--- config.mk ---
export PLATFORM = sky130hd
export DESIGN_NAME = nrf24_spi_responder
export DESIGN_NICKNAME = d
export VERILOG_FILES = /design/src/rtl/nrf24_spi_responder.sv
export SDC_FILE = /design/constraint.sdc
export NUM_CORES = 1
export LEC_CHECK = 0
export ABC_AREA = 0
export CORE_MARGIN = 2
export CORE_UTILIZATION = 28
export DETAILED_ROUTE_END_ITERATION = 6
export DONT_BUFFER_PORTS = 1
export PLACE_DENSITY = 0.52
export SLEW_MARGIN = 20
export SYNTH_ARGS = -nofsm -noshare
export SYNTH_HDL_FRONTEND = slang
export SYNTH_SLANG_ARGS = --single-unit
--- constraint.sdc ---
create_clock -name clk -period 26.1 [get_ports clk]
set_clock_uncertainty 0.1 [all_clocks]
set_input_delay 3.915 -clock clk [delete_from_list [all_inputs] [get_ports clk]]
set_output_delay 3.915 -clock clk [all_outputs]
set_load 0.005 [all_outputs]
--- src/rtl/nrf24_spi_responder.sv ---
// nRF24L01 command/register interface emulated as an SPI mode-0 slave.
// It serves STATUS, R_REGISTER, W_REGISTER and NOP, and drives an active-low IRQ from STATUS[6:4].
module nrf24_spi_responder #(
  parameter int unsigned SYNC_STAGES = 2,
  parameter logic [7:0]  CONFIG_RST  = 8'h08,
  parameter logic [7:0]  STATUS_RST  = 8'h0E
) (
  input  logic       clk,
  input  logic       reset,
  input  logic       csn,
  input  logic       sck,
  input  logic       mosi,
  output logic       miso,
  output logic       miso_oe,
  input  logic [2:0] irq_set,
  output logic       irq_n,
  output logic       cmd_valid,
  output logic [7:0] cmd_byte,
  output logic       wr_valid,
  output logic [4:0] wr_addr,
  output logic [7:0] wr_data
);

  typedef enum logic [1:0] {IDLE, CMD, DATA} state_t;
  typedef enum logic [1:0] {OP_READ, OP_WRITE, OP_NONE} op_t;

  localparam logic [4:0] STATUS_ADDR = 5'h07;
  localparam logic [4:0] LAST_ADDR   = 5'h1D;

  function automatic op_t decode_op(input logic [2:0] opcode);
    case (opcode)
      3'b000:  return OP_READ;
      3'b001:  return OP_WRITE;
      default: return OP_NONE;
    endcase
  endfunction

  state_t state_q, state_d;
  op_t    op_q, cmd_op, cur_op;

  logic [SYNC_STAGES-1:0] csn_sync, sck_sync, mosi_sync;
  logic       csn_s, sck_s, mosi_s, csn_d, sck_d;
  logic       csn_fall, sck_rise, sck_fall, byte_done, do_write, addr_ok;
  logic [2:0] bit_cnt;
  logic [6:0] shift_in;
  logic [7:0] shift_out, rx_byte, rd_value, wr_value, status_set;
  logic [4:0] addr_q, cur_addr;
  logic [7:0] regs [32];

  // csn resets low so a csn already low when reset releases does not look like a fall.
  always_ff @(posedge clk or posedge reset) begin
    if (reset) begin
      csn_sync  <= '0;
      sck_sync  <= '0;
      mosi_sync <= '0;
      csn_d     <= 1'b0;
      sck_d     <= 1'b0;
    end else begin
      // NOTE: non-blocking assignments so every flop samples pre-edge values; blocking ones would collapse the chain.
      csn_sync  <= {csn_sync[SYNC_STAGES-2:0], csn};
      sck_sync  <= {sck_sync[SYNC_STAGES-2:0], sck};
      mosi_sync <= {mosi_sync[SYNC_STAGES-2:0], mosi};
      csn_d     <= csn_s;
      sck_d     <= sck_s;
    end
  end

  assign csn_s    = csn_sync[SYNC_STAGES-1];
  assign sck_s    = sck_sync[SYNC_STAGES-1];
  assign mosi_s   = mosi_sync[SYNC_STAGES-1];
  assign csn_fall = csn_d & ~csn_s;
  assign sck_rise = sck_s & ~sck_d & ~csn_s;
  assign sck_fall = ~sck_s & sck_d & ~csn_s;

  always_comb begin
    // NOTE: every always_comb output gets a default first so no path can infer a latch.
    rx_byte    = {shift_in, mosi_s};
    cmd_op     = decode_op(rx_byte[7:5]);
    cur_op     = (state_q == CMD) ? cmd_op : op_q;
    cur_addr   = (state_q == CMD) ? rx_byte[4:0] : addr_q;
    addr_ok    = (cur_addr <= LAST_ADDR);
    rd_value   = (cur_op == OP_READ && addr_ok) ? regs[cur_addr] : 8'h00;
    status_set = regs[STATUS_ADDR] | {1'b0, irq_set, 4'b0000};
    // STATUS: bit 7 and 3:0 read-only, 6:4 write-1-to-clear, a simultaneous set wins.
    wr_value   = (cur_addr == STATUS_ADDR)
               ? {regs[STATUS_ADDR][7],
                  (regs[STATUS_ADDR][6:4] & ~rx_byte[6:4]) | irq_set,
                  regs[STATUS_ADDR][3:0]}
               : rx_byte;
    byte_done  = (state_q != IDLE) && sck_rise && (bit_cnt == 3'd7);
    do_write   = byte_done && (state_q == DATA) && (op_q == OP_WRITE) && addr_ok;
  end

  always_comb begin
    state_d = state_q;
    case (state_q)
      IDLE:    if (csn_fall) state_d = CMD;
      CMD:     if (csn_s) state_d = IDLE;
               else if (byte_done) state_d = DATA;
      DATA:    if (csn_s) state_d = IDLE;
      default: state_d = IDLE;
    endcase
  end

  always_ff @(posedge clk or posedge reset) begin
    if (reset) state_q <= IDLE;
    else       state_q <= state_d;
  end

  always_ff @(posedge clk or posedge reset) begin
    if (reset) begin
      // NOTE: the register file must come up in a defined state, so it sits on the reset like any other flop.
      for (int i = 0; i < 32; i++) regs[i] <= 8'h00;
      regs[0]           <= CONFIG_RST;
      regs[STATUS_ADDR] <= STATUS_RST;
      op_q      <= OP_NONE;
      addr_q    <= '0;
      bit_cnt   <= '0;
      shift_in  <= '0;
      shift_out <= '0;
      miso      <= 1'b0;
      cmd_valid <= 1'b0;
      cmd_byte  <= '0;
      wr_valid  <= 1'b0;
      wr_addr   <= '0;
      wr_data   <= '0;
    end else begin
      cmd_valid         <= 1'b0;
      wr_valid          <= 1'b0;
      regs[STATUS_ADDR] <= status_set;
      if (state_q == IDLE) begin
        if (csn_fall) begin
          shift_out <= regs[STATUS_ADDR];
          miso      <= regs[STATUS_ADDR][7];
          bit_cnt   <= '0;
        end
      end else if (csn_s) begin
        miso    <= 1'b0;
        bit_cnt <= '0;
      end else if (sck_rise) begin
        shift_in <= rx_byte[6:0];
        bit_cnt  <= bit_cnt + 3'd1;
        if (byte_done) begin
          shift_out <= rd_value;
          if (state_q == CMD) begin
            cmd_byte  <= rx_byte;
            cmd_valid <= 1'b1;
            op_q      <= cmd_op;
            addr_q    <= rx_byte[4:0];
          end
          if (do_write) begin
            regs[addr_q] <= wr_value;
            wr_valid     <= 1'b1;
            wr_addr      <= addr_q;
            wr_data      <= wr_value;
          end
        end
      end else if (sck_fall) begin
        miso <= shift_out[3'd7 - bit_cnt];
      end
    end
  end

  assign miso_oe = (state_q != IDLE);
  assign irq_n   = ~|regs[STATUS_ADDR][6:4];

endmodule

---- Word-level counts from Yosys, hierarchy flattened ----
Cells that the tools add are included.
storage, ports and cells
  logic and storage cells ................. 154
  flip-flop bits (word level) ............. 315
  output and inout port bits .............. 26
operators by class
  equal/unequal tests ..................... 11
  magnitude comparators ................... 5
  bitwise operators ....................... 15
  add/sub/neg operators ................... 2
  reduce and logical (&&, ||, !) cells .... 25
  mux-type cells .......................... 47
operators by type and width
  cell                  number
  $mux W200             5
  $bwmux W256           1
  $mux W8               10
  $bmux W8 S5           1
  $demux W8 S5          1
  $mux W1               16
  $ge A6 B6 Y1 const B  2
  $mux W3               4
  $not A5 Y6            2
  $mux W2               5
  $reduce_and A5 Y1     2
  $reduce_and A3 Y1     3
  $or A8 B7 Y8          1
  $reduce_and A4 Y1     2
  $logic_and A1 B1 Y1   7
  $lt A6 B1 Y1 const B  1
  $pmux W2 S3           1
  $reduce_bool A2 Y1    3
  $reduce_bool A3 Y1    2
  $and A1 B1 Y1         5
  $eq A5 B3 Y1 const B  1
  $le A5 B5 Y1 const B  1
  $mux W5               1
  $eq A2 B1 Y1 const B  2
  21 further kinds      26

---- Longest topological paths before layout ----
  depth in word-level cells ............... 13
  mapped depth ............................ 11
  gate-level depth less buffers ........... 9

---- Worst setup path after synthesis ----
No wires, ideal clock.
  path kind ............................... flip-flop to output port
  start ................................... register state_q[1]
  end ..................................... output port miso_oe
  arrival time ............................ 0.926 ns
  buffers on the path ..................... 2
  path slack .............................. 21.159 ns
  cell stages (with the launch flop) ...... 5
  path through ............................ dfrtp_1 -> buf_2 -> nor2_1 -> clkbuf_1 -> inv_1
on the way
  cells in the longest elaborated chain, start to end .. 1
RTL lines
  item                    RTL line  source
  start, declared         38        state_t state_q, state_d;
  start signal, assigned  107       else state_q <= state_d;
  $reduce_bool A2 Y1      164       assign miso_oe = (state_q != IDLE);
  end, declared           14        output logic miso_oe,
Every way passes these cells.

---- Worst setup path after layout ----
  start ................................... register state_q[0]
  end ..................................... output port miso_oe
The elaborated chain is that of the path after synthesis.

==> flow_summary_export.csv <==
group,metric,value,unit
status,outcome,"complete, no violations",
sta,hold_violations,0,
synthesis,synth_top_area_share,0.556,
power_and_ir_drop,p_leak,6.89,nW
sta,fin_crit,5.75,ns
detailed_routing,wirelength,39.8,mm
place,place.gp.congestion,0.817,
die,start_util,0.285,
synthesis,ys_seq_area_frac,0.565,
die,coreArea,49100,um2
synthesis,synthTopCellsByArea,"dfrtp_1 56%, nand2_1 14%, o21ai_0 9.3%, nand3_1 2.6%, clkbuf_1 2.5%",
sta,fin_setup_tns,0,ns
run,max-cap-violations,0,
synthesis,postSynthNetCount,1538,
sta,setup_viol,0,
worst_setup_path,critPathArrivalTime,1.73,ns
finish,utilization,0.321,
global_route,antenna_found_initial,1,
synthesis,synth_area_leader_cell,"dfrtp_1",
synthesis,synth_most_common_cell,"nand2_1",
worst_setup_path,worstSetupPathType,"reg -> out",
finish,antennaDiodeCount,0,
worst_setup_path,endpoint_kind,"primary output",
synthesis,syn_area_per_cell,9.13,um2
die,num_rows,81,
clocking,clkTransAtPathRegs,0.06,ns
die,die_x,227,um
synthesis,ys_ff_latch,315,
detailed_routing,dr.pass1.iters,7,
clocking,clkSinkCount,315,
synthesis,netlist-cell-type-count,53,
place,dpl.cell_count,2082,
die,die_h,227,um
detailed_routing,vias,10536,
clocking,hold_buffers,0,
clocking,clock-root-buffer,"clkbuf_16",
synthesis,synthTopCellsByCount,"513 x nand2_1, 310 x dfrtp_1, 258 x o21ai_0",
clocking,cts_setup_buffers,0,
synthesis,synthArstFlopShare,1.00,
die,ios,34,
synthesis,ys_warn_count,0,
sta,worst_pin_slew,1.11,ns
clocking,cts_resized,0,
sta,relSlewSlack,0.241,
synthesis,yosys.area_share.simple,0.202,
worst_setup_path,slowest_stage,"nor2_1",
global_route,overflow,0,
finish,final_cells,2143,
synthesis,synthAdderAreaFrac,0.00179,
worst_setup_path,critical_path.max_stage_delay,0.53,ns
worst_setup_path,regToRegEndpoint,"regs[255]$_DFFE_PP0P_",
power_and_ir_drop,ir_drop,36.0,uV
synthesis,synth_top_flop_cell,"dfrtp_1",
synthesis,synth_edf_count,0,
worst_setup_path,critPathLaunch,"state_q[0]$_DFFE_PP0P_",
sta,timing.fmax,0.174,GHz
place,port-buffer-count,0,
die,dieArea,51600,um2
worst_setup_path,reg2regPathDepth,6,
synthesis,synthMuxAreaShare,0.0444,
sta,holdWs,0.252,ns
clocking,htree_levels,2,
worst_setup_path,path_max_fanout,11,
global_route,grt_pass1_vias,10196,
synthesis,syn_area,14000,um2
synthesis,synth_top_family_by_area,"simple AND/OR/NAND/NOR gates",
clocking,cts_inserted_buffers,37,
clocking,cts_tree,"yes",
global_route,grt_pass1_wl,62.8,mm
detailed_routing,drtAntennaViolNets,0,
global_route,grt_max_degree,104,
synthesis,syn_inst,1528,
worst_setup_path,critPathLaunchType,"register",
sta,fin_ws,20.35,ns
worst_setup_path,required,22.08,ns
finish,final_nets,1468,
detailed_routing,drc,0,
global_route,grt_use_total,0.159,
synthesis,synth_xor_xnor_area_share,0.000628,
power_and_ir_drop,p_per_area,70.6,nW/um2
hold_path,holdCritPathClass,"reg -> reg",
finish,syn2layout_area_growth,13.0,%
detailed_routing,initialDrtViolationCount,942,
place,pre_cts_slack,19.70,ns
worst_setup_path,timing.rr.start,"addr_q[0]$_DFFE_PP0P_",
detailed_routing,wl_per_cell,18.6,um
sta,drv_slew,0,
detailed_routing,vias_per_cell,4.92,
sta,finalCritPeriodShare,0.220,
sta,rsz0062_at_grt,"no",
synthesis,synth-compound-area-share,0.142,
worst_setup_path,endpoint,"miso_oe",
worst_setup_path,path_cells,"nor2_1 > inv_1",
worst_setup_path,reg2reg_slack,21.88,ns
clocking,clock_path_buffers,3,
clocking,clk_latency,0.53,ns
finish,drive_gt1_frac,0.0920,
place,hpwl,25.0,mm
==> metal layers <==
layer | routed length (um) | global-route usage
met5 | 0 | 0
met2 | 18000 | 0.253
met4 | 737 | 0.0394
met1 | 18700 | 0.224
met3 | 2240 | 0.0290
==> logic make-up after synthesis <==
| family | Yosys count |
|---|---|
| AO/OA/AOI/OAI | 351 |
| multiplexers | 56 |
| flip-flops | 315 |
| buffers and inverters | 143 |
| XOR/XNOR | 1 |
| AND/OR/NAND/NOR | 660 |
| adder cells (fa/ha/maj) | 2 |
==> cell type report <==
class | instances | area [um2]
fill | 5106 | 33300
sequential | 315 | 7890
multi-input combinational | 1070 | 5580
clock buffer | 51 | 1070
tap | 664 | 831
timing repair buffer | 23 | 224
clock inverter | 9 | 124
inverter | 11 | 48.8
==> cell usage in the layout (no fill, tap or decap), drive strengths merged, types with 4 or more instances in the layout <==
cell type,Yosys,routed
a21oi,18,18
a221o,9,9
a31oi,29,29
a32oi,22,22
and3,6,6
and3b,4,4
buf,39,23
clkbuf,93,51
clkinv,1,6
dfrtp,310,310
dfstp,5,5
inv,10,11
mux2,21,21
mux2i,33,33
nand2,513,513
nand2b,6,6
nand3,72,72
nand4,18,18
nor2,11,11
nor3,13,13
nor3b,6,6
o21ai,263,263
==> worst max-delay path: cells and delay by family, from the launching register on <==
family                 cells  cell delay, ns
DFF                        1            0.47
buffers and inverters      1            0.20
and+or+nand+nor            1            0.53
==> power by group <==
part	leakage, nW	switching, mW	total [mW]	internal (mW)
Sequential	3.87	0.00911	0.502	0.493
Combinational	2.44	0.0697	0.0960	0.0263
Clock	0.591	0.201	0.516	0.314
==> registers in the layout, summed over array words and instances, names as in the netlist <==
register / count
op_q: 2
cmd_byte: 8
shift_out: 8
csn_sync: 2
wr_data: 8
wr_valid: 1
shift_in: 7
miso: 1
sck_sync: 2
cmd_valid: 1
addr_q: 5
wr_addr: 5
csn_d: 1
bit_cnt: 3
mosi_sync: 2
regs: 256
sck_d: 1
state_q: 2
==> metrics by stage <==
stage | power (mW) | area [um2]
floorplan | 0.562 | 14000
global placement | 0.600 | 14500
detailed placement | 0.605 | 14500
CTS | 1.12 | 15700
global route | 1.15 | 15800
finish | 1.11 | 15800
==> how the worst min path moves through the flow <==
stage	from	to	slack [ns]	depth (start not counted)
after detailed placement	mosi_sync[0]$_DFF_PP0_	mosi_sync[1]$_DFF_PP0_	0.24	0
after global routing	sck_sync[0]$_DFF_PP0_	sck_sync[1]$_DFF_PP0_	0.26	0
after CTS	sck_sync[0]$_DFF_PP0_	sck_sync[1]$_DFF_PP0_	0.25	0
final	sck_sync[0]$_DFF_PP0_	sck_sync[1]$_DFF_PP0_	0.25	0
after global placement	sck_sync[0]$_DFF_PP0_	sck_sync[1]$_DFF_PP0_	0.24	0
after floorplan	csn_sync[0]$_DFF_PP0_	csn_sync[1]$_DFF_PP0_	0.23	0
Note: power is estimated with default switching activity, not from simulation.
